===== config.mk =====
export PLATFORM = sky130hd
export DESIGN_NAME = missile_fire_ctrl
export DESIGN_NICKNAME = d
export VERILOG_FILES = /design/src/rtl/missile_fire_ctrl.sv
export SDC_FILE = /design/constraint.sdc
export NUM_CORES = 1
export LEC_CHECK = 0
export CELL_PAD_IN_SITES_DETAIL_PLACEMENT = 0
export CELL_PAD_IN_SITES_GLOBAL_PLACEMENT = 1
export CORE_ASPECT_RATIO = 1.2
export CORE_UTILIZATION = 42
export CTS_CLUSTER_SIZE = 28
export DETAILED_ROUTE_END_ITERATION = 7
export PLACE_DENSITY = 0.8
export SLEW_MARGIN = 15
export SYNTH_ARGS = -nofsm -noshare
export SYNTH_HDL_FRONTEND = slang
export SYNTH_SLANG_ARGS = --single-unit

===== constraint.sdc =====
create_clock -name clk -period 2.5 [get_ports clk]
set_clock_uncertainty 0.2 [all_clocks]
set_input_delay 0.5 -clock clk [delete_from_list [all_inputs] [get_ports clk]]
set_output_delay 0.5 -clock clk [all_outputs]
set_load 0.02 [all_outputs]

===== src/rtl/missile_fire_ctrl.sv =====
// Fire-control stage: debounces the fire key into fixed-length fire pulses, allows one missile
// in flight, enforces a post-flight cooldown and regenerates ammunition once per reload period.
module missile_fire_ctrl #(
  parameter int unsigned MAX_AMMO              = 9,
  parameter int unsigned COOLDOWN_FRAMES       = 15,
  parameter int unsigned RELOAD_FRAMES         = 60,
  parameter int unsigned FLIGHT_TIMEOUT_FRAMES = 60,
  parameter int unsigned FIRE_PULSE_CYCLES     = 2
) (
  input  logic       clk,
  input  logic       resetN,
  input  logic       startOfFrame,
  input  logic       fireKey,
  input  logic       missileDone,
  output logic       fire,
  output logic [3:0] ammo,
  output logic       ready
);

  localparam logic [3:0] AmmoMax       = 4'(MAX_AMMO);
  localparam logic [7:0] CooldownLoad  = 8'(COOLDOWN_FRAMES);
  localparam logic [7:0] ReloadLast    = 8'(RELOAD_FRAMES - 1);
  localparam logic [7:0] FlightTimeout = 8'(FLIGHT_TIMEOUT_FRAMES);
  localparam logic [3:0] PulseLast     = 4'(FIRE_PULSE_CYCLES - 1);

  typedef enum logic [1:0] {StReady, StFiring, StFlight, StCooldown} state_e;

  state_e     state_q, state_d;
  logic       fire_q, fire_d;
  logic [3:0] ammo_q, ammo_d;
  logic       key_q;
  logic [3:0] pulse_cnt_q, pulse_cnt_d;
  logic [7:0] flight_cnt_q, flight_cnt_d;
  logic [7:0] cd_cnt_q, cd_cnt_d;
  logic [7:0] reload_cnt_q, reload_cnt_d;
  logic       done_pending_q, done_pending_d;

  logic key_edge;
  logic shot;
  logic regen;

  assign key_edge = fireKey & ~key_q;

  always_comb begin
    state_d        = state_q;
    fire_d         = 1'b0;
    pulse_cnt_d    = pulse_cnt_q;
    flight_cnt_d   = flight_cnt_q;
    cd_cnt_d       = cd_cnt_q;
    done_pending_d = done_pending_q;
    shot           = 1'b0;
    unique case (state_q)
      StReady: begin
        // Edges while not ready fall through here and are simply lost.
        if (key_edge && (ammo_q != 4'd0)) begin
          shot        = 1'b1;
          state_d     = StFiring;
          pulse_cnt_d = PulseLast;
          fire_d      = 1'b1;
        end
      end
      StFiring: begin
        if (missileDone) done_pending_d = 1'b1;
        if (pulse_cnt_q == 4'd0) begin
          state_d      = StFlight;
          flight_cnt_d = 8'd0;
        end else begin
          pulse_cnt_d = pulse_cnt_q - 4'd1;
          fire_d      = 1'b1;
        end
      end
      StFlight: begin
        if (missileDone || done_pending_q || (flight_cnt_q == FlightTimeout)) begin
          state_d        = StCooldown;
          cd_cnt_d       = CooldownLoad;
          done_pending_d = 1'b0;
        end else if (startOfFrame && (flight_cnt_q != 8'hFF)) begin
          flight_cnt_d = flight_cnt_q + 8'd1;
        end
      end
      StCooldown: begin
        if (cd_cnt_q == 8'd0) begin
          state_d = StReady;
        end else if (startOfFrame) begin
          cd_cnt_d = cd_cnt_q - 8'd1;
        end
      end
      default: state_d = StReady;
    endcase
  end

  always_comb begin
    reload_cnt_d = reload_cnt_q;
    regen        = 1'b0;
    if (ammo_q >= AmmoMax) begin
      reload_cnt_d = 8'd0;
    end else if (startOfFrame) begin
      if (reload_cnt_q >= ReloadLast) begin
        regen        = 1'b1;
        reload_cnt_d = 8'd0;
      end else begin
        reload_cnt_d = reload_cnt_q + 8'd1;
      end
    end
  end

  // A shot needs ammo_q != 0 and a regen needs ammo_q < max, so neither path can overflow.
  always_comb begin
    ammo_d = ammo_q;
    unique case ({shot, regen})
      2'b10:   ammo_d = ammo_q - 4'd1;
      2'b01:   ammo_d = ammo_q + 4'd1;
      default: ammo_d = ammo_q;
    endcase
  end

  always_ff @(posedge clk or negedge resetN) begin
    if (!resetN) begin
      state_q        <= StReady;
      fire_q         <= 1'b0;
      ammo_q         <= AmmoMax;
      key_q          <= 1'b0;
      pulse_cnt_q    <= 4'd0;
      flight_cnt_q   <= 8'd0;
      cd_cnt_q       <= 8'd0;
      reload_cnt_q   <= 8'd0;
      done_pending_q <= 1'b0;
    end else begin
      state_q        <= state_d;
      fire_q         <= fire_d;
      ammo_q         <= ammo_d;
      key_q          <= fireKey;
      pulse_cnt_q    <= pulse_cnt_d;
      flight_cnt_q   <= flight_cnt_d;
      cd_cnt_q       <= cd_cnt_d;
      reload_cnt_q   <= reload_cnt_d;
      done_pending_q <= done_pending_d;
    end
  end

  assign fire  = fire_q;
  assign ammo  = ammo_q;
  assign ready = (state_q == StReady) && (ammo_q != 4'd0);

endmodule

---- After elaboration in Yosys (flattened, before gate mapping) ----
Index checks and enable logic that the tools add are counted.
Widths: inputs -> output; s select.
word-level totals
  register bits ........................... 37
  bits of input ports ..................... 5
  output and inout port bits .............. 6
  logic and storage cells ................. 85
operators by class
  add/subtract/negate cells ............... 6
  magnitude comparators ................... 2
  equality and inequality tests ........... 17
  mux-type cells .......................... 30
  bitwise operators ....................... 2
  reductions and logical operators ........ 19
operator list
  cell                 number
  $mux 8               9
  $pmux 8 s2           2
  $ne 2x2->1 const B   10
  $add 8x1->8 const B  2
  $pmux 4 s2           2
  $reduce_and 4->1     3
  $reduce_bool 2->1    5
  $eq 8x6->1 const B   1
  $ge 8x6->1 const B   1
  $logic_not 8->1      1
  $mux 1               8
  $mux 2               4
  $mux 4               2
  $ne 8x8->1 const B   1
  $pmux 2 s4           1
  $sub 4x1->4 const B  2
  $sub 8x1->8 const B  1
  $eq 2x2->1 const B   3
  $reduce_and 3->1     2
  $add 4x1->4 const B  1
  $eq 2x1->1 const B   2
  $ge 4x4->1 const B   1
  $logic_not 4->1      1
  $pmux 1 s2           2
  other kinds (6)      9

---- Longest topological paths before layout ----
Gate-level depths: netlist of the first run.
  depth after elaboration ................. 7
  depth in mapped cells ................... 11
  mapped depth without buffers ............ 11

---- Worst setup path before layout of the first run ----
No wires, ideal clock.
  path kind ............................... register to register
  start point ............................. reg reload_cnt_q[0]
  end point ............................... reg ammo_q[3] (netlist: ammo[3])
  library setup time ...................... 0.075 ns
  arrival ................................. 2.393 ns
  data required time ...................... 2.225 ns
  setup slack ............................. -0.168 ns
  cell stages (with the launch flop) ...... 12
  buffers on the path ..................... 0
  clock period less this slack ............ 2.668 ns
  cell sequence ........................... dfrtp_1 > ha_1 > o2111a_1 > nor3_1 > nor3_1 > ha_1 > inv_1 > ha_1 > a21o_1 > a21oi_1 > mux2i_1 > xnor2_1
between the ends
  cells in the longest elaborated chain, start to end .. 6
  elaborated cells on any way between the ends .. 8
  those cells by class .................... 1 x order compare; 2 x eq/ne; 4 x mux; 1 x reduce/logical
ends and longest elaborated chain
  item                                             line  RTL
  start: declaration                               35    logic [7:0] reload_cnt_q, reload_cnt_d;
  start signal: assignment                         136   reload_cnt_q <= reload_cnt_d;
  $ge 8x6->1 (*)                                   98    if (reload_cnt_q >= ReloadLast) begin
  $mux 1 (*)                                       98
  $mux 1 (*)                                       97    end else if (startOfFrame) begin
  $mux 1 (*)                                       95    if (ammo_q >= AmmoMax) begin
  $eq 2x1->1 or $eq 2x2->1 (tied branches)         110   unique case ({shot, regen})
  $pmux 4 s2 or $reduce_bool 2->1 (tied branches)  -
  end signal: assignment                           121   ammo_q <= AmmoMax;
  end signal: assignment                           131   ammo_q <= ammo_d;
  end: declaration                                 30    logic [3:0] ammo_q, ammo_d;
Mark *: on every way between the ends. The rest lies on a longest branch, timed or not.
A chain may end at the register's enable or synchronous reset.

---- Worst setup path in the final report of the first run ----
Same ends and word-level chain as after synthesis.

==> impl_metrics.ini, run 1 <==
[synth]
syn_nets = 260
synthCells = 239
yosysTopAreaCellShare_pct = 37.9
synth_edf_count = 0
yosysUniqueCellTypes = 60
synthArstFlopShare_pct = 100
ys.flop_type = dfrtp_1
synth.avg_cell_area_sq_um = 9.66
synth_seq_area_share_pct = 40.2
yosysTopAreaCell = dfrtp_1
ys_warn_count = 0
synthTopCellsByArea = dfrtp_1 38%, ha_1 8.1%, nand2_1 3.6%
ys_ff_latch = 37
synth_area_sq_mm = 0.00231

[critical_path]
endpoint_kind = flip-flop
slowest_delay_ns = 0.39
crit_family = adder cells
critPathLaunch = reload_cnt_q[0]$_DFFE_PN0P_
crit_required_ns = 2.52
path_class = flip-flop to flip-flop
cp_slowest_cell = dfrtp_1
crit_fanout = 3
reg2reg_from = reload_cnt_q[0]$_DFFE_PN0P_
path_buf_inv = 1
path_cells = ha_2 -> o2111a_1 -> nor3_2 -> nor3_2 -> ha_2 -> inv_2 -> ha_1 -> a21o_1 -> a21oi_2 -> mux2i_1 -> xnor2_1
cp-start-kind = flip-flop
crit_arrival_ns = 2.48

[place]
io_buffers = 10
gp_congestion = 0.778
pre_cts_ws_ns = -0.290
place_hpwl_um = 3610

[clock_network]
clock-root-buffer = clkbuf_8
cts_buffers = 5
clk_latency_ns = 0.29
clockBufferDepth = 2
cts_tree = done
htree_levels = 2
clk_pin_slew_ns = 0.07
clkSinkCount = 37

[grt]
grt_max_degree = 14
track_usage_pct = 18.9
antenna_found_initial = 0
grt-ovfl-total = 0
grt_pass1_vias = 1902
grt_pass1_wl_um = 8940

[sta]
fin_ws_ns = 0.0345
hold_viol = 0
finalCritPeriodShare_pct = 98.6
fmax_ghz = 0.406
finalMaxSlewViolations = 0
setup_viol = 0
final.setup.tns_ns = 0
slew_headroom_pct = 69.6
layout_min_cycle_time_ns = 2.47
tightest_slew_ns = 0.451
rsz0062_at_grt = true

[routing]
wire_per_inst_um = 14.4
ant_nets = 0
drtPass1Iterations = 4
drc = 0
routed_wl_um = 4890
via_per_inst = 5.69
dr_total_vias = 1930
drt_iter0_drc = 50

[power_and_ir_drop]
leakage_nw = 1.20
peakVddDrop_uv = 570
power_density_mw_per_mm2 = 1010
p_total_mw = 2.79

[cells_and_area]
final_util_pct = 52.3
drive_gt1_share_pct = 22.4
antenna_cells = 0
area_growth_pct = 19.9
layout_commonest_cell = dfrtp_1
layout_common_cells = 33 x dfrtp_1, 29 x buf_4, 22 x nand2_1
finalNetCount = 298

[floorplanning]
core_sq_mm = 0.00530
dieArea_sq_mm = 0.00580
pin_count = 11
die_w_um = 69.7
initial_core_util_pct = 43.6
rows = 29
die_h_um = 83.2

[min_path]
hold_path_class = flip-flop to flip-flop
hp-start = pulse_cnt_q[0]$_DFFE_PN0P_

[status]
outcome = finished clean

[run]
cap_viol_max_count = 0
## final timing paths
check                      depth (start not counted)  slack (ns)                          to
max in group asynchronous                          3        1.13         ammo[3]$_DFFE_PN1P_
min in group asynchronous                          2        0.42     cd_cnt_q[2]$_DFFE_PN0P_
min                                                1        0.32  pulse_cnt_q[0]$_DFFE_PN0P_
max                                               11        0.03         ammo[3]$_DFFE_PN1P_
min reg2reg                                        1        0.32  pulse_cnt_q[0]$_DFFE_PN0P_
max reg2reg                                       11        0.03         ammo[3]$_DFFE_PN1P_
## state kept, by name, indices dropped and copies added, names as in the netlist
name / flops
ammo: 4
reload_cnt_q: 8
flight_cnt_q: 8
pulse_cnt_q: 4
fire: 1
state_q: 2
key_q: 1
cd_cnt_q: 8
done_pending_q: 1
## what timing repair did
item,in CTS,in global routing
endpoints found under the hold margin,10,0
cloned,0,0
setup buffers,0,1
hold buffers,1,0
gates resized for setup,2,1
setup endpoints to repair,2,3
## routing by layer
layer	GRT usage (%)	wire, um	vias to the layer above
met5	0	0	-
met4	7.27	38	0
met3	3.88	80	4
met2	30.8	2420	10
met1	24.6	2360	956
li1	-	-	960
## report_power, final
part / leakage [nW] / internal [mW] / switching, mW / total, mW
combinational: 0.693 / 0.663 / 0.774 / 1.44
sequential: 0.464 / 0.763 / 0.162 / 0.925
clock: 0.0443 / 0.219 / 0.210 / 0.429
## cells in the mapped netlist, types with 3 or more instances
| master | instances |
|---|---|
| or3_1 | 3 |
| a31oi_1 | 4 |
| nand2b_1 | 4 |
| and4_1 | 3 |
| o211ai_1 | 7 |
| a21oi_1 | 9 |
| nor3_1 | 7 |
| inv_1 | 16 |
| o2bb2ai_1 | 3 |
| dfrtp_1 | 35 |
| clkbuf_1 | 6 |
| o311ai_0 | 5 |
| or2_2 | 3 |
| mux2i_1 | 5 |
| nand2_1 | 22 |
| xnor2_1 | 3 |
| mux2_2 | 3 |
| nor3b_1 | 4 |
| xor2_1 | 3 |
| nand4_1 | 5 |
| ha_1 | 15 |
| o21ai_0 | 5 |
| nand3_1 | 14 |
| nor2_1 | 10 |
## layout make-up
type | count | area (sq um)
Fill cell | 492 | 2530
Timing Repair Buffer | 40 | 322
Tap cell | 62 | 77.6
Clock buffer | 7 | 86.3
Inverter | 16 | 60.1
Sequential cell | 37 | 931
Multi-Input combinational cell | 177 | 1290
## metrics by stage
stage          cell area, sq um  hold slack (ns)  std cells
2_1_floorplan              2330          0.00441        239
3_3_place_gp               2660            0.203        330
3_5_place_dp               2660            0.203        330
4_1_cts                    2760            0.315        338
5_1_grt                    2770            0.338        339
6_report                   2770            0.319        339
## cells by family after synthesis
logic type	count (synthesis)	share of synthesized area, %
AO/OA/AOI/OAI	55	18.2
adder cells (fa/ha/maj)	16	9.00
flip-flops	37	40.2
XOR/XNOR	6	2.28
buffers and inverters	25	4.61
multiplexers	8	3.63
AND/OR/NAND/NOR	92	22.1
(Power assumes the default switching activity.)
==> inputs of run 2 (changes only) <==
==> constraint.sdc (replaced) <==
create_clock -name clk -period 2.5 [get_ports clk]
set_clock_uncertainty 0.2 [all_clocks]
set_input_delay 0.25 -clock clk [delete_from_list [all_inputs] [get_ports clk]]
set_output_delay 0.25 -clock clk [all_outputs]
set_load 0.02 [all_outputs]
==> run 2 against run 1 <==
Cell count fell by 2.9%. Via count shrank 3.0%. Combinational power hardly changed. Setup slack improved by 0.011 ns. Register-to-register slack hardly changed. First-iteration DRC count grew 14%. Routed wire length shrank 2.9%. Critical path type unchanged. Highest routed layer unchanged.
==> impl_metrics.ini, run 2 (synthesis gave the netlist of run 1 again) <==
[sta]
hold_viol = 0
finalMaxSlewViolations = 0
layout_min_cycle_time_ns = 2.45
finalCritPeriodShare_pct = 98.2
rsz0062_at_grt = true
setup_viol = 0
tightest_slew_ns = 0.853
slew_headroom_pct = 43.1
fmax_ghz = 0.407

[routing]
drc = 0
via_per_inst = 5.69
dr_total_vias = 1872
ant_nets = 0
drtPass1Iterations = 4
drt_iter0_drc = 57
wire_per_inst_um = 14.4
routed_wl_um = 4750

[critical_path]
path_class = flip-flop to flip-flop
endpoint_kind = flip-flop
crit_required_ns = 2.52
crit_fanout = 4
crit_arrival_ns = 2.48
cp-start-kind = flip-flop

[place]
placed_area_sq_mm = 0.00260
gp_congestion = 0.779
io_buffers = 10
place_hpwl_um = 3450

[grt]
grt_max_degree = 38
antenna_found_initial = 0
grt-ovfl-total = 0
grt_pass1_wl_um = 8540
track_usage_pct = 18.2
grt_pass1_vias = 1852

[floorplanning]
rows = 29
pin_count = 11
initial_core_util_pct = 43.6
dieArea_sq_mm = 0.00580
die_h_um = 83.2
core_sq_mm = 0.00530
die_w_um = 69.7

[clock_network]
cts_buffers = 5
htree_levels = 2
clockBufferDepth = 2
clock-root-buffer = clkbuf_8
clk_latency_ns = 0.29
post_cts_buffers = 0
clk_pin_slew_ns = 0.08
cts_tree = done
clkSinkCount = 37

[cells_and_area]
finalNetCount = 287
fill_cells = 501
layout_common_cells = 33 x dfrtp_1, 22 x nand2_1, 17 x buf_4
reg.largest.list = cd_cnt_q x8, flight_cnt_q x8, reload_cnt_q x8
area_growth_pct = 19.7
layout_commonest_cell = dfrtp_1
drive_gt1_share_pct = 20.2
antenna_cells = 0
design_area_sq_mm = 0.00276

[power_and_ir_drop]
p_total_mw = 2.96
leakage_nw = 1.18
power_density_mw_per_mm2 = 1070
peakVddDrop_uv = 721

[run]
cap_viol_max_count = 0

[status]
outcome = finished clean

[min_path]
hold_path_class = input port to flip-flop
## run 2: cell types whose count changed in the layout (fill, tap and decap cells not counted), sizes merged
cell           before  now
clkbuf              7    5
buf                30   19
clkdlybuf4s50       8    9
clkinv              0    1
bufinv              0    2
dlygate4sd2         1    0
## run 2: layout make-up
type / instances / area (sq um) / area share [%]
Tap cell: 62 / 77.6 / 2.81
Inverter: 16 / 62.6 / 2.26
Clock inverter: 3 / 65.1 / 2.36
Clock buffer: 5 / 68.8 / 2.49
Sequential cell: 37 / 931 / 33.7
Timing Repair Buffer: 29 / 253 / 9.15
Multi-Input combinational cell: 177 / 1310 / 47.2
## run 2: through the flow
| step | worst slack, ns | cells | setup TNS [ns] | utilization [%] | hold WS (ns) |
|---|---|---|---|---|---|
| detailed placement | -0.0137 | 320 | -0.0137 | 49.1 | 0.216 |
| global route | -0.101 | 329 | -0.101 | 52.1 | 0.245 |
| CTS | 0.0198 | 329 | 0 | 52.1 | 0.234 |
| finish | 0.0453 | 329 | 0 | 52.1 | 0.249 |
| global placement | 0.0662 | 320 | 0 | 49.1 | 0.219 |
| floorplan | 0.0197 | 239 | 0 | - | -0.246 |
## run 2: where the power goes
part           switching, mW  leakage (nW)  internal, mW
Clock                  0.214        0.0681         0.396
Combinational          0.751         0.644         0.657
Sequential             0.181         0.464         0.763
Total                   1.15          1.18          1.82
## run 2: worst max-delay path, cell delays in order (launching register included)
cell and delay, ns:
dfrtp_1 0.41, ha_2 0.19, o2111a_1 0.23, nor3_2 0.16, nor3_2 0.06, ha_2 0.20
inv_4 0.08, ha_4 0.19, a21o_1 0.16, a21oi_2 0.12, mux2i_1 0.24, xnor2_1 0.14
## run 2: final timing paths
path,from,end,slack (ns),cells after the start
hold / removal,fireKey,key_q$_DFF_PN0_,0.25,1
min in group asynchronous,resetN,flight_cnt_q[2]$_DFFE_PN0P_,0.40,2
setup / recovery,reload_cnt_q[1]$_DFFE_PN0P_,ammo[3]$_DFFE_PN1P_,0.05,11
max in group asynchronous,resetN,ammo[2]$_DFFE_PN0P_,1.11,2
hold reg to reg,pulse_cnt_q[0]$_DFFE_PN0P_,pulse_cnt_q[0]$_DFFE_PN0P_,0.31,1
setup reg to reg,reload_cnt_q[1]$_DFFE_PN0P_,ammo[3]$_DFFE_PN1P_,0.05,11
## run 2: what timing repair did
item	4_1_cts	5_1_grt
hold endpoints to repair	35	0
gates cloned	0	0
hold buffers	1	0
pin swaps	0	0
resized for setup	2	1
setup endpoints to repair	1	1
## run 2: metal layers
metal	part of all wire, %	vias to the layer above	track usage (%)
met2	51	18	31.2
met3	2.3	6	4.13
met5	0	-	0
met4	1.3	0	5.82
li1	-	939	-
met1	45	909	22.7
==> inputs of run 3 (changes only) <==
Settings changed: CORE_UTILIZATION 42 to 47, PLACE_DENSITY 0.8 to 0.84.
Clock period 2.5 ns to 2.3 ns, I/O delays scaled along.
==> run 3 against run 2 <==
The run now ends with setup timing left. Sequential cell count unchanged. Worst hold slack worse by 0.063 ns. Sequential power up 0.8%. Largest power group unchanged. Total power up 6.6%. Setup slack worse by 0.19 ns. Fmax up 0.53%. Critical path depth down 2. Largest cell class unchanged. Critical endpoint is now ammo[1]$_DFFE_PN0P_.
==> impl_metrics.ini, run 3 (synthesis gave the netlist of run 1 again) <==
[status]
outcome = finished, violations left
violations = setup timing

[sta]
fmax_ghz = 0.410
fin_ws_ns = -0.142
whs_ns = 0.186
finalCritPeriodShare_pct = 106
hold_viol = 0
finalMaxSlewViolations = 0
final.setup.tns_ns = -0.268
rsz0062_at_grt = true
setup_viol = 2
slew_headroom_pct = 74.0
tightest_slew_ns = 0.386
layout_min_cycle_time_ns = 2.44

[floorplanning]
initial_core_util_pct = 49.5
pin_count = 11
dieArea_sq_mm = 0.00520
die_h_um = 78.8
rows = 27
core_sq_mm = 0.00466
die_w_um = 66.0

[critical_path]
cp_slowest_cell = fa_2
r2r_setup_slack_ns = -0.14
path_cells = ha_2 -> o2111a_1 -> nor3_2 -> nor3_2 -> ha_2 -> inv_4 -> buf_4 -> fa_2 -> mux2_2
crit_arrival_ns = 2.41
path_class = flip-flop to flip-flop
endpoint_kind = flip-flop
reg2reg_depth = 9
slowest_delay_ns = 0.42
crit_family = adder cells
cp-start-kind = flip-flop
crit_required_ns = 2.27
reg2reg_from = reload_cnt_q[1]$_DFFE_PN0P_
path_buf_inv = 2
crit_fanout = 4
r2r_end = ammo[1]$_DFFE_PN0P_

[cells_and_area]
antenna_cells = 0
layout_commonest_cell = buf_4
fill_cells = 382
drive_gt1_share_pct = 26.9
finalNetCount = 310
design_area_sq_mm = 0.00288
layout_common_cells = 41 x buf_4, 33 x dfrtp_1, 22 x nand2_1
reg.largest.list = cd_cnt_q x8, flight_cnt_q x8, reload_cnt_q x8
area_growth_pct = 24.6

[clock_network]
clk_pin_slew_ns = 0.08
cts_tree = done
clock-root-buffer = clkbuf_8
clockBufferDepth = 2
clkSinkCount = 37
cts_buffers = 5
clk_latency_ns = 0.29
htree_levels = 2

[power_and_ir_drop]
seqPwrFrac_pct = 30.1
power_frac_comb_pct = 56.0
p_int_mw = 1.87
p_switching_mw = 1.29
leakage_nw = 1.27
power_density_mw_per_mm2 = 1100
swShare_pct = 40.7
peakVddDrop_uv = 755
pwr-share-clk_pct = 13.9

[place]
gp_congestion = 0.806
placed_area_sq_mm = 0.00274
place_hpwl_um = 3780
io_buffers = 10

[routing]
ant_nets = 0
routed_wl_um = 5110
dr_total_vias = 1970
drc = 0
drtPass1Iterations = 4
wire_per_inst_um = 14.7
via_per_inst = 5.66
drt_iter0_drc = 69

[min_path]
hold_path_class = input port to async pin

[grt]
grt_max_degree = 16
grt_pass1_vias = 2015
grt-ovfl-total = 0
track_usage_pct = 22.8
grt_pass1_wl_um = 9150
antenna_found_initial = 0

[run]
cap_viol_max_count = 0
[run 3: cell types whose count changed in the layout (fill, tap and decap cells not counted), sizes merged]
cell           previous run  this run
bufinv                    2         0
clkinv                    1         2
dlymetal6s2s              0         1
clkdlybuf4s50             9         8
buf                      19        42
clkbuf                    5         6
[run 3: layout make-up]
cell class / count / area (sq um) / share of cell area, %
Multi-Input combinational cell: 177 / 1310 / 45.6
Sequential cell: 37 / 931 / 32.4
Timing Repair Buffer: 52 / 415 / 14.4
Clock buffer: 6 / 72.6 / 2.52
Tap cell: 58 / 72.6 / 2.52
Inverter: 16 / 62.6 / 2.17
Clock inverter: 2 / 10.0 / 0.348
[run 3: layer usage]
layer	vias to the layer above	global-route usage (%)	wire, um
li1	989	-	-
met1	954	27.8	2220
met2	19	40.4	2720
met3	8	3.59	82
met4	0	7.02	89
met5	-	0	0
[run 3: per-stage QoR]
step	power [mW]	worst slack, ns	std cells	utilization, %
3_3_place_gp	2.68	-0.108	335	58.7
3_5_place_dp	2.71	-0.165	335	58.7
6_report	3.16	-0.142	348	61.7
5_1_grt	3.42	-0.280	348	61.7
2_1_floorplan	2.00	-0.159	239	-
4_1_cts	3.16	-0.163	346	61.2
[run 3: what timing repair did]
action | 4_1_cts | 5_1_grt
hold endpoints to repair | 13 | 0
hold buffers | 1 | 0
buffers inserted | 2 | 2
pin swaps | 3 | 3
setup endpoints to repair | 3 | 5
gates resized for setup | 2 | 5
[run 3: worst reg2reg max path, cell delays in order, from the launching register on]
cell	delay (ns)
dfrtp_1	0.40
ha_2	0.19
o2111a_1	0.24
nor3_2	0.16
nor3_2	0.06
ha_2	0.19
inv_4	0.08
buf_4	0.11
fa_2	0.42
mux2_2	0.28
[run 3: how the worst max path moves through the flow]
stage / slack, ns / from / end / cells after the start
CTS: -0.16 / reload_cnt_q[0]$_DFFE_PN0P_ / ammo[3]$_DFFE_PN1P_ / 11
finish: -0.14 / reload_cnt_q[1]$_DFFE_PN0P_ / ammo[1]$_DFFE_PN0P_ / 9
floorplan: -0.16 / ammo[0]$_DFFE_PN1P_ / ammo[3]$_DFFE_PN1P_ / 9
detailed placement: -0.16 / reload_cnt_q[0]$_DFFE_PN0P_ / ammo[3]$_DFFE_PN1P_ / 11
global placement: -0.11 / reload_cnt_q[0]$_DFFE_PN0P_ / ammo[3]$_DFFE_PN1P_ / 11
global route: -0.28 / reload_cnt_q[1]$_DFFE_PN0P_ / ammo[3]$_DFFE_PN1P_ / 11
[run 3: power groups by stage]
stage	Combinational (mW)	Clock (mW)	Sequential, mW
final	1.77	0.438	0.952
after global routing	1.97	0.481	0.969
after CTS	1.76	0.453	0.943
after detailed placement	1.75	0	0.952
after global placement	1.73	0	0.950
after floorplan	0.953	0	1.04
==> edit (settings of run 1) <==
`FLIGHT_TIMEOUT_FRAMES`: 60 -> 32.
--- a/src/rtl/missile_fire_ctrl.sv
+++ b/src/rtl/missile_fire_ctrl.sv
@@ -6,3 +6,3 @@
   parameter int unsigned RELOAD_FRAMES         = 60,
-  parameter int unsigned FLIGHT_TIMEOUT_FRAMES = 60,
+  parameter int unsigned FLIGHT_TIMEOUT_FRAMES = 32,
   parameter int unsigned FIRE_PULSE_CYCLES     = 2
Check against the original RTL: no difference found for any inputs over 10 cycles, from zero or initial values and one cycle with resetN low; that may be too few to reach the edited logic, so the function may still have changed.
==> edit against run 1 <==
- critical endpoint unchanged
- cell area grew 0.86%
- sequential cell count is the same
- total power grew 0.40%
- wire length shrank 3.9%
- setup slack lost 100 ps
- synthesized cell count is the same
- the flow now finishes with violations (setup timing)
- count of clock-buffer cells in the layout shrank 1
- sequential share of layout area shrank 0.29 points
- area after synthesis grew 2.1%
==> edit: results <==
group,metric,value,unit
run_status,run_status,"finished with violations",
run_status,violations,"setup timing",
grt,grt_pass1_vias,1868,
synth,synth-xor-area-share,0.0260,
synth,synth_fa_ha_area_frac,0.0881,
place,placedCellCount,321,
synth,syn-num-nets,260,
synth,netlist_instances,239,
synth,synth_common_cells,"35 x dfrtp_1, 18 x inv_1, 16 x nand2_1",
pwr,leakage,1.20,nW
detailed_routing,via_per_inst,5.62,
timing,finalSetupViolCount,1,
synth,synth_compound_area_frac,0.208,
place,io_buffers,10,
grt,grt_max_degree,18,
synth,synth_area_leaders,"dfrtp_1 37%, ha_1 8.0%, inv_1 2.9%",
pwr,p_switching,1.17,mW
detailed_routing,avgRoutedWirePerCell,14.2,microns
finish,final_cells,331,
place,place_hpwl,3410,microns
finish,largest_registers,"cd_cnt_q (8), flight_cnt_q (8), reload_cnt_q (8)",
grt,grt_first_pass_wirelength,8420,microns
worst_setup_path,critPathMaxFanout,3,
finish,fill_cells,483,
detailed_routing,drtPass1Iterations,4,
pwr,power_density,1000,nW/um^2
synth,synth_ff_type,"dfrtp_1",
grt,grt_usage,0.176,
finish,drive_gt1_frac,0.219,
synth,synthMuxAreaShare,0.0366,
timing,relSlewSlack,0.607,
finish,layout.nets,289,
detailed_routing,drt_iter0_drc,104,
worst_setup_path,critPathArrivalTime,2580,ps
pwr,ir_drop,0.388,mV
place,place_area,2660,sq um
synth,synth_cell_types,66,
place,place_ws,-234,ps
place,routabilityCongestion,0.774,
synth,yosysSeqAreaShare,0.394,
timing,fin_ws,-65.0,ps
clock_tree,worstSkewPairLatency,290,ps
-- edit: changes by cell type after synthesis, moves of 4 or more --
| cell | change |
|---|---|
| nand3_1 | -7 |
| nand2_1 | -6 |
| nor3_1 | +6 |
| and2_1 | +5 |
| o211ai_1 | -5 |
| a31oi_1 | +4 |
| o311ai_0 | -4 |
| o311ai_1 | +4 |
-- edit: kinds of logic (layout without fill, tap and decap cells) --
group                    Yosys count  after routing
XOR/XNOR                           7              7
multiplexers                       8              8
AND/OR/NAND/NOR                   79             79
adder cells (fa/ha/maj)           16             16
flip-flops                        37             37
AO/OA/AOI/OAI                     62             62
buffers and inverters             30             60
-- edit: what timing repair did --
| action | in CTS | in global routing |
|---|---|---|
| resized for setup | 4 | 3 |
| endpoints found under the hold margin | 8 | 0 |
| pin swaps | 0 | 1 |
| setup endpoints to repair | 2 | 2 |
| gates cloned | 0 | 0 |
| buffers inserted | 0 | 1 |
| hold buffers | 1 | 0 |
-- edit: cell type report --
class	count	share of cell area
Inverter	18	0.0251
Timing Repair Buffer	34	0.100
Tap cell	62	0.0278
Clock inverter	2	0.00358
Multi-Input combinational cell	172	0.484
Sequential cell	37	0.333
Clock buffer	6	0.0260
-- edit: per-layer routing --
layer	track usage	wire (microns)	up-vias
li1	-	-	941
met1	0.222	2190	897
met2	0.309	2390	16
met3	0.0254	76	5
met4	0.0491	48	0
met5	0	0	-
-- edit: critical path, delay by kind of cell (launching register included) --
family / cells / cell delay, ps
AO/OA/AOI/OAI: 3 / 550
AND/OR/NAND/NOR: 2 / 330
XOR/XNOR: 1 / 140
multiplexers: 1 / 240
adder cells (fa/ha/maj): 3 / 580
buffers and inverters: 1 / 70
flip-flops: 1 / 390
-- edit: final timing paths --
kind	start	to	slack, ps	cells after the start
worst max-delay path	reload_cnt_q[1]	ammo[3]	-70	11
worst min-delay path	reload_cnt_q[5]	reload_cnt_q[5]	320	2
worst max register to register	reload_cnt_q[1]	ammo[3]	-70	11
worst min register to register	reload_cnt_q[5]	reload_cnt_q[5]	320	2
max in group asynchronous	resetN	ammo[0]	1090	3
min in group asynchronous	resetN	ammo[1]	420	2
-- edit: through the flow --
step                      TNS [ps]  power (mW)  hold slack [ps]
after global routing          -261        3.03              338
after floorplan              -20.8        1.92             4.41
final                        -65.0        2.80              322
after global placement        -421        2.35              189
after detailed placement      -507        2.38              192
after CTS                    -92.2        2.82              327
-- edit: power groups by stage --
| stage | clock, mW | combinational (mW) | sequential (mW) |
|---|---|---|---|
| after floorplan | 0 | 0.995 | 0.923 |
| after global placement | 0 | 1.46 | 0.893 |
| after detailed placement | 0 | 1.48 | 0.898 |
| after CTS | 0.421 | 1.49 | 0.904 |
| after global routing | 0.447 | 1.66 | 0.925 |
| final | 0.408 | 1.50 | 0.900 |
